<file path="config.mk">
export PLATFORM = sky130hd
export DESIGN_NAME = d_phy_hs_tx_sequencer_flat
export DESIGN_NICKNAME = d
export VERILOG_FILES = /design/src/rtl/d_phy_hs_tx_sequencer_if.sv /design/src/rtl/d_phy_hs_tx_sequencer.sv /design/src/flat_wrapper.sv
export SDC_FILE = /design/constraint.sdc
export NUM_CORES = 1
export LEC_CHECK = 0
export BUFFER_PORTS_ARGS = -buffer_cell sky130_fd_sc_hd__buf_2
export CORE_MARGIN = 3
export CORE_UTILIZATION = 50
export CTS_CLUSTER_SIZE = 25
export DETAILED_ROUTE_END_ITERATION = 10
export PLACE_DENSITY_LB_ADDON = 0.1
export SLEW_MARGIN = 10
export SYNTH_ARGS = -nofsm -noshare
export SYNTH_HDL_FRONTEND = slang
export SYNTH_SLANG_ARGS = --single-unit
</file>
<file path="constraint.sdc">
create_clock -name hs_tx_word_clk -period 2.3 [get_ports hs_tx_word_clk]
set_clock_uncertainty 0.2 [all_clocks]
set_input_delay 0.345 -clock hs_tx_word_clk [delete_from_list [all_inputs] [get_ports hs_tx_word_clk]]
set_output_delay 0.345 -clock hs_tx_word_clk [all_outputs]
set_load 0.005 [all_outputs]
</file>
<file path="src/rtl/d_phy_hs_tx_sequencer_if.sv">
`default_nettype none
// ============================================================================
// Module  : d_phy_hs_tx_sequencer_if
// Purpose : PPI HS transmit handshake plus LP/HS lane drive bundle.
// Rev     : 1.0
// ============================================================================
interface d_phy_hs_tx_sequencer_if #(
  parameter int W = 16
);
  logic         tx_request_hs;
  logic [W-1:0] tx_data_hs;
  logic         tx_ready_hs;
  logic         stop_state;
  logic         lp_dp;
  logic         lp_dn;
  logic         hs_en;
  logic [W-1:0] hs_data;

  modport master (
    output tx_request_hs,
    output tx_data_hs,
    input  tx_ready_hs,
    input  stop_state,
    input  lp_dp,
    input  lp_dn,
    input  hs_en,
    input  hs_data
  );

  modport slave (
    input  tx_request_hs,
    input  tx_data_hs,
    output tx_ready_hs,
    output stop_state,
    output lp_dp,
    output lp_dn,
    output hs_en,
    output hs_data
  );
endinterface
`default_nettype wire

</file>
<file path="src/rtl/d_phy_hs_tx_sequencer.sv">
`default_nettype none
// ============================================================================
// Module  : d_phy_hs_tx_sequencer
// Purpose : D-PHY data-lane HS burst sequencer (LP-11 .. SYNC .. TRAIL .. EXIT).
// Rev     : 1.0
// ============================================================================
module d_phy_hs_tx_sequencer #(
  parameter int HS_TX_WORD_BIT_WIDTH = 16,
  parameter int T_LPX_CYC            = 2,
  parameter int T_HS_PREPARE_CYC     = 2,
  parameter int T_HS_ZERO_CYC        = 4,
  parameter int T_HS_TRAIL_CYC       = 3,
  parameter int T_HS_EXIT_CYC        = 2
) (
  input  wire logic              hs_tx_word_clk,
  input  wire logic              rst,
  d_phy_hs_tx_sequencer_if.slave ppi
);

  localparam int W       = HS_TX_WORD_BIT_WIDTH;
  localparam int C_MAX_A = (T_LPX_CYC > T_HS_PREPARE_CYC) ? T_LPX_CYC : T_HS_PREPARE_CYC;
  localparam int C_MAX_B = (T_HS_ZERO_CYC > T_HS_TRAIL_CYC) ? T_HS_ZERO_CYC : T_HS_TRAIL_CYC;
  localparam int C_MAX_C = (C_MAX_A > C_MAX_B) ? C_MAX_A : C_MAX_B;
  localparam int C_MAX   = (C_MAX_C > T_HS_EXIT_CYC) ? C_MAX_C : T_HS_EXIT_CYC;
  localparam int CNT_W   = $clog2(C_MAX) + 1;

  localparam logic [CNT_W-1:0] C_LPX_LOAD   = CNT_W'(T_LPX_CYC - 1);
  localparam logic [CNT_W-1:0] C_PREP_LOAD  = CNT_W'(T_HS_PREPARE_CYC - 1);
  localparam logic [CNT_W-1:0] C_ZERO_LOAD  = CNT_W'(T_HS_ZERO_CYC - 1);
  localparam logic [CNT_W-1:0] C_TRAIL_LOAD = CNT_W'(T_HS_TRAIL_CYC - 1);
  localparam logic [CNT_W-1:0] C_EXIT_LOAD  = CNT_W'(T_HS_EXIT_CYC - 1);

  // Sync byte sits in the top byte so it is the last byte serialized (LSB first).
  localparam logic [W-1:0] C_SYNC_WORD = W'(8'hB8) << (W - 8);

  typedef enum logic [2:0] {
    S_IDLE    = 3'd0,
    S_LPX     = 3'd1,
    S_PREPARE = 3'd2,
    S_HS_ZERO = 3'd3,
    S_SYNC    = 3'd4,
    S_DATA    = 3'd5,
    S_TRAIL   = 3'd6,
    S_EXIT    = 3'd7
  } state_t;

  state_t           r_state;
  state_t           w_state_nxt;
  logic [CNT_W-1:0] r_cnt;
  logic [CNT_W-1:0] w_cnt_nxt;
  logic [W-1:0]     r_word;
  logic             r_trail_lvl;

  logic             w_timer_done;
  logic             w_ready;
  logic             w_accept;
  logic             w_stop;
  logic             w_lp_dp;
  logic             w_lp_dn;
  logic             w_hs_en;
  logic [W-1:0]     w_hs_data;

  assign w_timer_done = (r_cnt == '0);
  assign w_accept     = w_ready & ppi.tx_request_hs;

  always_ff @(posedge hs_tx_word_clk) begin
    if (rst) begin
      r_state <= S_IDLE;
      r_cnt   <= '0;
    end else begin
      r_state <= w_state_nxt;
      r_cnt   <= w_cnt_nxt;
    end
  end

  always_comb begin
    w_state_nxt = r_state;
    w_cnt_nxt   = w_timer_done ? r_cnt : (r_cnt - 1'b1);
    unique case (r_state)
      S_IDLE: begin
        if (ppi.tx_request_hs) begin
          w_state_nxt = S_LPX;
          w_cnt_nxt   = C_LPX_LOAD;
        end
      end
      S_LPX: begin
        if (w_timer_done) begin
          w_state_nxt = S_PREPARE;
          w_cnt_nxt   = C_PREP_LOAD;
        end
      end
      S_PREPARE: begin
        if (w_timer_done) begin
          w_state_nxt = S_HS_ZERO;
          w_cnt_nxt   = C_ZERO_LOAD;
        end
      end
      S_HS_ZERO: begin
        if (w_timer_done) begin
          w_state_nxt = S_SYNC;
        end
      end
      S_SYNC, S_DATA: begin
        // A request dropped during the preamble still lands here and trails out.
        if (ppi.tx_request_hs) begin
          w_state_nxt = S_DATA;
        end else begin
          w_state_nxt = S_TRAIL;
          w_cnt_nxt   = C_TRAIL_LOAD;
        end
      end
      S_TRAIL: begin
        if (w_timer_done) begin
          w_state_nxt = S_EXIT;
          w_cnt_nxt   = C_EXIT_LOAD;
        end
      end
      S_EXIT: begin
        if (w_timer_done) begin
          w_state_nxt = S_IDLE;
        end
      end
      default: begin
        w_state_nxt = S_IDLE;
      end
    endcase
  end

  always_comb begin
    w_lp_dp   = 1'b0;
    w_lp_dn   = 1'b0;
    w_hs_en   = 1'b0;
    w_hs_data = '0;
    w_ready   = 1'b0;
    w_stop    = 1'b0;
    unique case (r_state)
      S_IDLE: begin
        w_lp_dp = 1'b1;
        w_lp_dn = 1'b1;
        w_stop  = 1'b1;
      end
      S_LPX: begin
        w_lp_dn = 1'b1;
      end
      S_PREPARE: begin
      end
      S_HS_ZERO: begin
        w_hs_en = 1'b1;
      end
      S_SYNC: begin
        w_hs_en   = 1'b1;
        w_hs_data = C_SYNC_WORD;
        w_ready   = 1'b1;
      end
      S_DATA: begin
        w_hs_en   = 1'b1;
        w_hs_data = r_word;
        w_ready   = 1'b1;
      end
      S_TRAIL: begin
        w_hs_en   = 1'b1;
        w_hs_data = {W{r_trail_lvl}};
      end
      S_EXIT: begin
        w_lp_dp = 1'b1;
        w_lp_dn = 1'b1;
      end
      default: begin
        w_lp_dp = 1'b1;
        w_lp_dn = 1'b1;
      end
    endcase
  end

  // Payload is captured only on accept so idle-bus garbage never reaches hs_data.
  always_ff @(posedge hs_tx_word_clk) begin
    if (rst) begin
      r_word      <= '0;
      r_trail_lvl <= 1'b0;
    end else begin
      if (w_accept) begin
        r_word <= ppi.tx_data_hs;
      end
      if ((r_state == S_SYNC) || (r_state == S_DATA)) begin
        r_trail_lvl <= ~w_hs_data[W-1];
      end
    end
  end

  assign ppi.tx_ready_hs = w_ready;
  assign ppi.stop_state  = w_stop;
  assign ppi.lp_dp       = w_lp_dp;
  assign ppi.lp_dn       = w_lp_dn;
  assign ppi.hs_en       = w_hs_en;
  assign ppi.hs_data     = w_hs_data;

endmodule
`default_nettype wire

</file>
<file path="src/flat_wrapper.sv">
// flat-port wrapper written by rule: the top's interface ports become plain ports
module d_phy_hs_tx_sequencer_flat 
#(
  parameter int HS_TX_WORD_BIT_WIDTH = 16,
  parameter int T_LPX_CYC            = 2,
  parameter int T_HS_PREPARE_CYC     = 2,
  parameter int T_HS_ZERO_CYC        = 4,
  parameter int T_HS_TRAIL_CYC       = 3,
  parameter int T_HS_EXIT_CYC        = 2
)
  (hs_tx_word_clk, rst, ppi_tx_request_hs, ppi_tx_data_hs, ppi_tx_ready_hs, ppi_stop_state, ppi_lp_dp, ppi_lp_dn, ppi_hs_en, ppi_hs_data);
  d_phy_hs_tx_sequencer_if #(.W(16)) ppi_i ();
  input  wire logic hs_tx_word_clk;
  input  wire logic rst;
  input wire logic [$bits(ppi_i.tx_request_hs)-1:0] ppi_tx_request_hs;
  input wire logic [$bits(ppi_i.tx_data_hs)-1:0] ppi_tx_data_hs;
  output wire logic [$bits(ppi_i.tx_ready_hs)-1:0] ppi_tx_ready_hs;
  output wire logic [$bits(ppi_i.stop_state)-1:0] ppi_stop_state;
  output wire logic [$bits(ppi_i.lp_dp)-1:0] ppi_lp_dp;
  output wire logic [$bits(ppi_i.lp_dn)-1:0] ppi_lp_dn;
  output wire logic [$bits(ppi_i.hs_en)-1:0] ppi_hs_en;
  output wire logic [$bits(ppi_i.hs_data)-1:0] ppi_hs_data;
  assign ppi_i.tx_request_hs = ppi_tx_request_hs;
  assign ppi_i.tx_data_hs = ppi_tx_data_hs;
  assign ppi_tx_ready_hs = ppi_i.tx_ready_hs;
  assign ppi_stop_state = ppi_i.stop_state;
  assign ppi_lp_dp = ppi_i.lp_dp;
  assign ppi_lp_dn = ppi_i.lp_dn;
  assign ppi_hs_en = ppi_i.hs_en;
  assign ppi_hs_data = ppi_i.hs_data;
  d_phy_hs_tx_sequencer #(.HS_TX_WORD_BIT_WIDTH(HS_TX_WORD_BIT_WIDTH), .T_LPX_CYC(T_LPX_CYC), .T_HS_PREPARE_CYC(T_HS_PREPARE_CYC), .T_HS_ZERO_CYC(T_HS_ZERO_CYC), .T_HS_TRAIL_CYC(T_HS_TRAIL_CYC), .T_HS_EXIT_CYC(T_HS_EXIT_CYC)) u_core (.hs_tx_word_clk(hs_tx_word_clk), .rst(rst), .ppi(ppi_i));
endmodule
</file>
==> results of run 1 <==
[where the power goes]
| part | switching, mW | total (mW) | internal [mW] | leakage (nW) |
|---|---|---|---|---|
| Clock | 0.130 | 0.195 | 0.0651 | 0.0177 |
| Combinational | 0.294 | 0.511 | 0.217 | 0.514 |
| Sequential | 0.0244 | 0.463 | 0.439 | 0.186 |
| Total | 0.448 | 1.17 | 0.721 | 0.718 |
[flip-flops by register name, indices dropped and copies added (netlist names)]
register and flops:
u_core.r_cnt 3, u_core.r_state 3, u_core.r_trail_lvl 1, u_core.r_word 16
[critical path: stages (launching register included)]
cell,delay (ns)
dfxtp_1,0.33
and2b_4,0.28
and2_1,0.39
a21o_1,0.18
buf_2,0.11
[cell type report]
| class | instances | area (um2) |
|---|---|---|
| Fill cell | 218 | 808 |
| Multi-Input combinational cell | 126 | 764 |
| Sequential cell | 23 | 460 |
| Timing Repair Buffer | 43 | 225 |
| Tap cell | 28 | 35.0 |
| Clock buffer | 3 | 22.5 |
| Inverter | 5 | 18.8 |
| Clock inverter | 1 | 5.00 |
[metrics by stage]
| stage | util | instance area, um2 | power (mW) |
|---|---|---|---|
| floorplan | - | 1310 | 0.853 |
| global placement | 0.642 | 1500 | 0.960 |
| detailed placement | 0.642 | 1500 | 0.977 |
| CTS | 0.654 | 1530 | 1.17 |
| global route | 0.655 | 1530 | 1.26 |
| finish | 0.655 | 1530 | 1.17 |
[timing repair]
action / 4_1_cts / 5_1_grt
setup buffers: 0 / 0
resized for setup: 0 / 1
endpoints found under the setup margin: 0 / 12
hold endpoints to repair: 0 / 0
[cells in the mapped netlist]
cell type and instances:
buf_8 1, a2111oi_2 1, nand3b_1 1, nand2_1 27, nor4_1 1, nand3_1 1, nand2_2 10, and3_1 1
o21ai_0 3, o22ai_1 1, mux2_1 1, o21a_1 4, dfxtp_1 23, nand2b_1 4, nor3_1 2, ha_1 2
o211ai_1 1, clkbuf_1 2, nor2_1 11, inv_1 5, a21oi_2 10, a221oi_1 1, buf_2 5, nor3b_1 1
a21o_1 12, buf_1 1, and2_1 2, nor2b_1 6, xnor2_1 4, and2b_4 1, mux2i_1 1, a311oi_1 1
o21ai_1 3, buf_4 2, a21oi_1 13
[worst paths after layout]
| check | slack, ns | end | startpoint |
|---|---|---|---|
| worst min-delay path | 0.03 | u_core.r_word[5] | ppi_tx_data_hs[5] |
| worst max-delay path | 0.14 | ppi_hs_data[5] | u_core.r_state[1] |
| worst max register to register | 0.49 | u_core.r_cnt[1] | u_core.r_cnt[0] |
| worst min register to register | 0.27 | u_core.r_word[1] | u_core.r_word[1] |
[per-layer routing]
layer / vias to the layer above / part of all wire / global-route usage / wire, um
met5: - / 0 / 0 / 0
met4: 0 / 0.0058 / 0.0397 / 17
met3: 2 / 0.059 / 0.0543 / 172
met2: 35 / 0.46 / 0.333 / 1350
met1: 544 / 0.47 / 0.237 / 1370
li1: 621 / - / - / -
[cell usage in the layout (no fill, tap or decap), types with 4 or more instances in the layout]
cell type,Yosys,routed
buf_2,5,39
nand2_1,27,27
dfxtp_1,23,23
a21oi_1,13,13
a21o_1,12,12
nor2_1,11,11
nand2_2,10,10
a21oi_2,10,10
nor2b_1,6,6
inv_1,5,5
o21a_1,4,4
xnor2_1,4,4
nand2b_1,4,4
buf_4,2,4
[logic make-up (layout without fill, tap and decap cells)]
group,after synthesis,after routing,share of synthesized area
muxes,2,2,0.0163
DFF,23,23,0.352
and+or+nand+nor,68,68,0.254
buffers and inverters,16,52,0.0650
xor gates and xnor gates,4,4,0.0268
AOI/OAI and AO/OA,50,50,0.267
adders and majority gates,2,2,0.0191
==> flow_summary_export.csv, run 1 <==
group,metric,value,unit
yosys,syn-num-nets,186,
placed_design,pre_cts_slack,0.401,ns
floorplan,ios,40,
yosys,avgSynthCellArea,7.93,um2
detailed_routing,vias_per_cell,5.25,
detailed_routing,wl,2910,um
worst_setup_path,end_kind,"output pin",
power_and_ir_drop,ir_drop,687,uV
yosys,syn_inst,165,
layout,final_cells,229,
cts,clk_pin_slew,0.14,ns
yosys,synth_cell_types,35,
global_route,grt_pass1_wl,5060,um
power_and_ir_drop,power_density,763,nW/um2
worst_setup_path,worst_setup_path_start_kind,"flip-flop",
detailed_routing,wl_per_cell,12.7,um
yosys,yosysWarnings,0,
cts,holdBufCountCts,0,
yosys,netlist.top_cell.by_area,"dfxtp_1",
sta,slew_viol_final,0,
sta,fmax,462,MHz
worst_setup_path,critPathArrivalTime,1.62,ns
floorplan,fp.coreArea,2340,um2
detailed_routing,drt_iter0_drc,40,
yosys,yosysSeqAreaShare,0.352,
floorplan,rows,17,
sta,relSlewSlack,0.628,
cts,cts.sinks,23,
global_route,grt_pass1_vias,1193,
layout,drive_gt1_frac,0.348,
worst_setup_path,crit_fanout,12,
cts,cts_tree,"done",
cts,clkLatencyLatePin,0.32,ns
cts,clockBufferDepth,2,
placed_design,place_hpwl,2050,um
worst_hold_path,min_path_type,"primary input to flip-flop",
global_route,grt_antenna_before_repair,0,
detailed_routing,vias,1202,
global_route,grt_max_degree,24,
sta,grt_setup_unrepaired,"no",
cts,cts_htree_levels,1,
sta,fin_ws,0.137,ns
layout,nNetsFinal,223,
layout,area_growth_syn_to_layout,17.0,%
sta,hold_viol,0,
yosys,synth_top_area_frac,0.352,
worst_setup_path,worstSetupPathType,"flip-flop to output pin",
placed_design,gp_congestion,0.754,
detailed_routing,antenna_left,0,
yosys,synth.area.top_cells,"dfxtp_1 (35%), nand2_1 (7.7%), a21o_1 (6.9%)",
detailed_routing,drc,0,
yosys,synth.ff_latch_count,23,
run,maxCapViolations,0,
cts,root_buffer,"clkbuf_4",
layout,antennaDiodeCount,0,
worst_hold_path,timing.hold.worst_path_depth,3,
sta,fin_crit_sh,0.941,
floorplan,initial_core_util,0.559,
status,status,"completed",
sta,tightest_slew,0.557,ns
detailed_routing,first_pass_iters,4,
global_route,grt_usage,0.192,
floorplan,dieArea,3270,um2
placed_design,placed_cells,225,
worst_setup_path,r2r_cells,6,
placed_design,port-buffer-count,39,
power_and_ir_drop,leakage,0.718,nW
cts,cts_buffers,3,
yosys,synth_area,1310,um2
floorplan,die_h,57.2,um
floorplan,die_w,57.2,um
global_route,grt_overflow,0,
sta,fin_setup_tns,0,ns
sta,period_minus_slack,2.16,ns
sta,hold_ws,0.0345,ns
worst_setup_path,critPathRequiredTime,1.75,ns
sta,setup_viol,0,
No activity file was read; power rests on OpenSTA's default activity.
==> inputs of run 2 (changes only) <==
- PLACE_DENSITY: not set -> 0.78
- PLACE_DENSITY_LB_ADDON: 0.1 -> not set
==> run 2 against run 1 <==
Clock-buffer cell count rose by 1. Global-route usage is 0.51 points lower. Non-clock buffer count unchanged. Critical endpoint is now ppi_hs_data[1]. Critical path depth did not move. Combinational power hardly changed. Largest power group unchanged. Maximum frequency is 1.2% higher. Worst setup slack better by 0.026 ns. Final cell count unchanged. Sequential power is essentially flat.
==> flow_summary_export.csv, run 2 (synthesis results as in run 1) <==
group,metric,value,unit
detailed_routing,antenna_left,0,
sta,hold_viol,0,
sta,slew_viol_final,0,
worst_setup_path,worstSetupPathType,"flip-flop to output pin",
layout,area_growth_syn_to_layout,16.9,%
worst_setup_path,critPathTopFamily,"simple AND/OR/NAND/NOR gates",
global_route,grt_overflow,0,
floorplan,dieArea,3270,um2
power_and_ir_drop,leakage,0.715,nW
power_and_ir_drop,switchingPower,0.437,mW
cts,clkLatencyLatePin,0.31,ns
layout,nNetsFinal,223,
cts,clockBufferDepth,2,
sta,fin_setup_tns,0,ns
power_and_ir_drop,clkPwrFrac,0.158,
sta,setup_viol,0,
worst_setup_path,critPathArrivalTime,1.59,ns
floorplan,die_w,57.2,um
worst_setup_path,cp_slowest_cell,"and2_1",
power_and_ir_drop,power,1.16,mW
worst_hold_path,min_path_type,"primary input to flip-flop",
sta,tightest_slew,0.561,ns
cts,cts_tree,"done",
worst_setup_path,max_stage_delay,0.38,ns
worst_setup_path,worst_setup_path_start_kind,"flip-flop",
detailed_routing,drt_iter0_drc,33,
placed_design,dpl_cell_area,1500,um2
worst_setup_path,crit_fanout,12,
cts,cts_buffers,3,
floorplan,fp.coreArea,2340,um2
global_route,grt_pass1_vias,1139,
sta,grt_setup_unrepaired,"no",
placed_design,place_hpwl,2200,um
layout,finish.utilization,0.654,
power_and_ir_drop,power_density,759,nW/um2
layout,antennaDiodeCount,0,
worst_setup_path,r2r_setup_slack,0.47,ns
worst_setup_path,cp_cell_sequence,"and2b_4 -> and2_1 -> a21o_1 -> buf_2",
placed_design,gp_congestion,0.791,
detailed_routing,drc,0,
power_and_ir_drop,p_int,0.724,mW
detailed_routing,vias_per_cell,5.23,
cts,clk_pin_slew,0.12,ns
worst_setup_path,path_buf_inv,1,
detailed_routing,vias,1197,
layout,final_common_cell,"buf_2",
detailed_routing,wl_per_cell,13.0,um
worst_setup_path,end_kind,"output pin",
cts,root_buffer,"clkbuf_4",
sta,fmax,468,MHz
run,maxCapViolations,0,
layout,largest_register_ffs,16,
sta,hold_ws,0.0557,ns
global_route,grt_max_degree,24,
cts,cts_htree_levels,1,
cts,holdBufCountCts,0,
worst_setup_path,critPathRequiredTime,1.75,ns
cts,cts.sinks,23,
power_and_ir_drop,comb_power_share,0.442,
floorplan,ios,40,
cts,cts_setup_buffers,0,
global_route,grt_pass1_wl,4910,um
layout,drive_gt1_frac,0.343,
global_route,grt_usage,0.187,
sta,relSlewSlack,0.625,
power_and_ir_drop,switching_share,0.377,
sta,period_minus_slack,2.14,ns
power_and_ir_drop,ir_drop,532,uV
floorplan,initial_core_util,0.559,
detailed_routing,wl,2980,um
status,status,"completed",
layout,design_area,1530,um2
layout,final_cell_mix,"buf_2 (39), nand2_1 (27), dfxtp_1 (23)",
floorplan,die_h,57.2,um
global_route,grt_antenna_before_repair,0,
floorplan,rows,17,
layout,reg.largest.list,"u_core.r_word x16, u_core.r_cnt x3, u_core.r_state x3",
layout,fillerInstances,226,
placed_design,port-buffer-count,39,
detailed_routing,first_pass_iters,4,
layout,regMostFlops,"u_core.r_word",
sta,fin_crit_sh,0.929,
power_and_ir_drop,power_frac_seq,0.400,
==> run 2: changes by cell type in the layout (fill, tap and decap cells not counted), sizes merged <==
cell    change
clkbuf      +1
clkinv      -1
==> run 2: power by group through the flow <==
stage | logic, mW | registers, mW | clock network, mW
floorplan | 0.381 | 0.472 | 0
finish | 0.514 | 0.464 | 0.184
global placement | 0.483 | 0.471 | 0
CTS | 0.513 | 0.464 | 0.192
global route | 0.571 | 0.469 | 0.213
detailed placement | 0.509 | 0.473 | 0
==> run 2: area by class of cell <==
cell class / instances / area, um2 / share of cell area
clock buffers: 4 / 26.3 / 0.0172
inverters: 5 / 18.8 / 0.0123
multi-input cells: 126 / 764 / 0.500
flip-flops and latches: 23 / 460 / 0.301
well taps: 28 / 35.0 / 0.0229
repair buffers: 43 / 225 / 0.147
==> run 2: path summary, 6_finish.rpt <==
| path | to | from | depth (start not counted) |
|---|---|---|---|
| worst max register to register | u_core.r_cnt[0] | u_core.r_cnt[0] | 6 |
| worst min-delay path | u_core.r_word[7] | ppi_tx_data_hs[7] | 3 |
| worst max-delay path | ppi_hs_data[1] | u_core.r_state[1] | 4 |
| worst min register to register | u_core.r_word[4] | u_core.r_word[4] | 2 |
==> run 2: repair_timing <==
item                                    4_1_cts  5_1_grt
hold endpoints to repair                      0        0
resized for setup                             0        1
endpoints found under the setup margin        0       12
==> run 2: worst min-delay path, stage by stage <==
cell and delay, ns:
buf_2 0.10, nand2_2 0.05, a21oi_2 0.04
==> run 2: per-layer routing <==
metal	global-route usage	wire length, um
met1	0.245	1380
met2	0.312	1410
met3	0.0407	156
met4	0.0464	31
met5	0	0
==> run 2: per-stage QoR <==
step | cells | setup slack, ns
finish | 229 | 0.163
global route | 229 | 0.0661
CTS | 229 | 0.0827
detailed placement | 225 | 0.425
global placement | 225 | 0.513
floorplan | 165 | 0.680
==> inputs of run 3 (changes only) <==
- clock period: 2.3 -> 2 ns (I/O delays scaled with it)
==> run 3 against run 2 <==
Final cell count grew 3.1%. Non-clock buffer count up 7. Register-to-register slack got worse by 0.28 ns. Cell area up 5.1%. Worst hold slack got worse by 0.044 ns. Core utilization rose by 3.3 points. Sequential share of layout area down 1.5 points. Worst setup slack got worse by 0.077 ns. Clock-buffer cell count decreased by 1. First-iteration DRC count increased by 24%. Combinational power is 17% higher. Highest routed layer unchanged.
==> flow_summary_export.csv, run 3 (synthesis results as in run 1) <==
group,metric,value,unit
status,status,"completed",
global_route,use_met2,0.316,
cts,cts_tree,"done",
layout,final_common_cell,"buf_2",
placed_design,placed_cells,225,
sta,slew_viol_final,0,
sta,hold_ws,0.0115,ns
floorplan,rows,17,
worst_setup_path,crit_fanout,19,
global_route,grt_util_met1,0.246,
global_route,grt_max_degree,24,
detailed_routing,vias,1262,
layout,area_growth_syn_to_layout,22.8,%
layout,final_cells,236,
global_route,grt_pass1_vias,1133,
global_route,grt_usage,0.185,
detailed_routing,vias_per_cell,5.35,
sta,fin_crit_sh,0.957,
sta,hold_viol,0,
floorplan,ios,40,
power_and_ir_drop,power_density,845,nW/um2
cts,clkLatencyLatePin,0.31,ns
sta,tightest_slew,0.731,ns
sta,fin_ws,0.0866,ns
sta,fmax,523,MHz
power_and_ir_drop,ir_drop,618,uV
layout,register_area,460,um2
placed_design,place_hpwl,2140,um
sta,setup_viol,0,
detailed_routing,antenna_left,0,
sta,relSlewSlack,0.512,
cts,root_buffer,"clkbuf_4",
layout,multi_input_area,771,um2
floorplan,fp.coreArea,2340,um2
layout,largest_register_ffs,16,
worst_setup_path,critPathArrivalTime,1.41,ns
global_route,grt_overflow,0,
layout,nNetsFinal,230,
global_route,gr-usage-met3,0.0294,
global_route,grt_pass1_wl,5000,um
detailed_routing,drc,0,
placed_design,gp_congestion,0.758,
layout,antennaDiodeCount,0,
layout,final_cell_mix,"buf_2 (39), nand2_1 (27), dfxtp_1 (23)",
worst_setup_path,end_kind,"output pin",
worst_setup_path,worst_setup_path_start_kind,"flip-flop",
layout,drive_gt1_frac,0.341,
global_route,grt_antenna_before_repair,0,
floorplan,die_w,57.2,um
sta,period_minus_slack,1.91,ns
global_route,grt-busiest-layer,"met2",
detailed_routing,drt_iter0_drc,41,
worst_setup_path,worstSetupPathType,"flip-flop to output pin",
placed_design,port-buffer-count,39,
cts,cts_htree_levels,1,
floorplan,die_h,57.2,um
detailed_routing,wl_per_cell,13.2,um
cts,cts_setup_buffers,0,
detailed_routing,wl,3120,um
worst_hold_path,min_path_type,"primary input to flip-flop",
floorplan,initial_core_util,0.559,
cts,clockBufferDepth,2,
run,maxCapViolations,0,
layout,regMostFlops,"u_core.r_word",
detailed_routing,first_pass_iters,5,
layout,reg.largest.list,"u_core.r_word x16, u_core.r_cnt x3, u_core.r_state x3",
cts,cts.sinks,23,
placed_design,pre_cts_slack,0.220,ns
floorplan,dieArea,3270,um2
cts,clk_pin_slew,0.14,ns
cts,cts_buffers,3,
layout,fillerInstances,201,
worst_setup_path,critPathRequiredTime,1.50,ns
power_and_ir_drop,leakage,0.747,nW
## run 3: routing by layer
layer	wire length, um	up-vias
li1	-	644
met1	1460	583
met2	1500	33
met3	146	2
met4	11	0
met5	0	-
## run 3: path summary, 6_finish.rpt
kind | slack, ns | from | endpoint | cells after the start
setup / recovery | 0.09 | u_core.r_state[1] | ppi_hs_data[14] | 4
hold / removal | 0.01 | ppi_tx_data_hs[4] | u_core.r_word[4] | 3
setup reg to reg | 0.19 | u_core.r_cnt[0] | u_core.r_cnt[0] | 6
hold reg to reg | 0.27 | u_core.r_word[15] | u_core.r_word[15] | 2
## run 3: cell type report
| type | instances | share of cell area |
|---|---|---|
| timing repair buffer | 50 | 0.184 |
| sequential | 23 | 0.286 |
| clock buffer | 3 | 0.0140 |
| inverter | 5 | 0.0117 |
| multi-input combinational | 126 | 0.479 |
| tap | 28 | 0.0218 |
| clock inverter | 1 | 0.00311 |
## run 3: metrics by stage
| stage | total power [mW] | area, um2 | TNS [ns] | utilization |
|---|---|---|---|---|
| floorplan | 0.981 | 1310 | 0 | - |
| global placement | 1.10 | 1500 | 0 | 0.642 |
| detailed placement | 1.13 | 1500 | 0 | 0.642 |
| CTS | 1.35 | 1530 | 0 | 0.655 |
| global route | 1.47 | 1610 | -0.00731 | 0.687 |
| finish | 1.36 | 1610 | 0 | 0.687 |
## run 3: power by group
part / switching [mW] / total (mW) / internal [mW]
Clock: 0.144 / 0.218 / 0.0746
Sequential: 0.0354 / 0.540 / 0.505
Combinational: 0.340 / 0.600 / 0.260
## run 3: critical path: stages, from the launching register on
cell and delay, ns:
dfxtp_1 0.35, buf_4 0.22, and3_4 0.31, a21o_1 0.11, buf_2 0.12
## run 3: repair_timing
item	CTS	global route
hold buffers	0	7
endpoints found under the setup margin	12	12
gates resized for setup	2	2
gates cloned	0	0
endpoints found under the hold margin	0	7
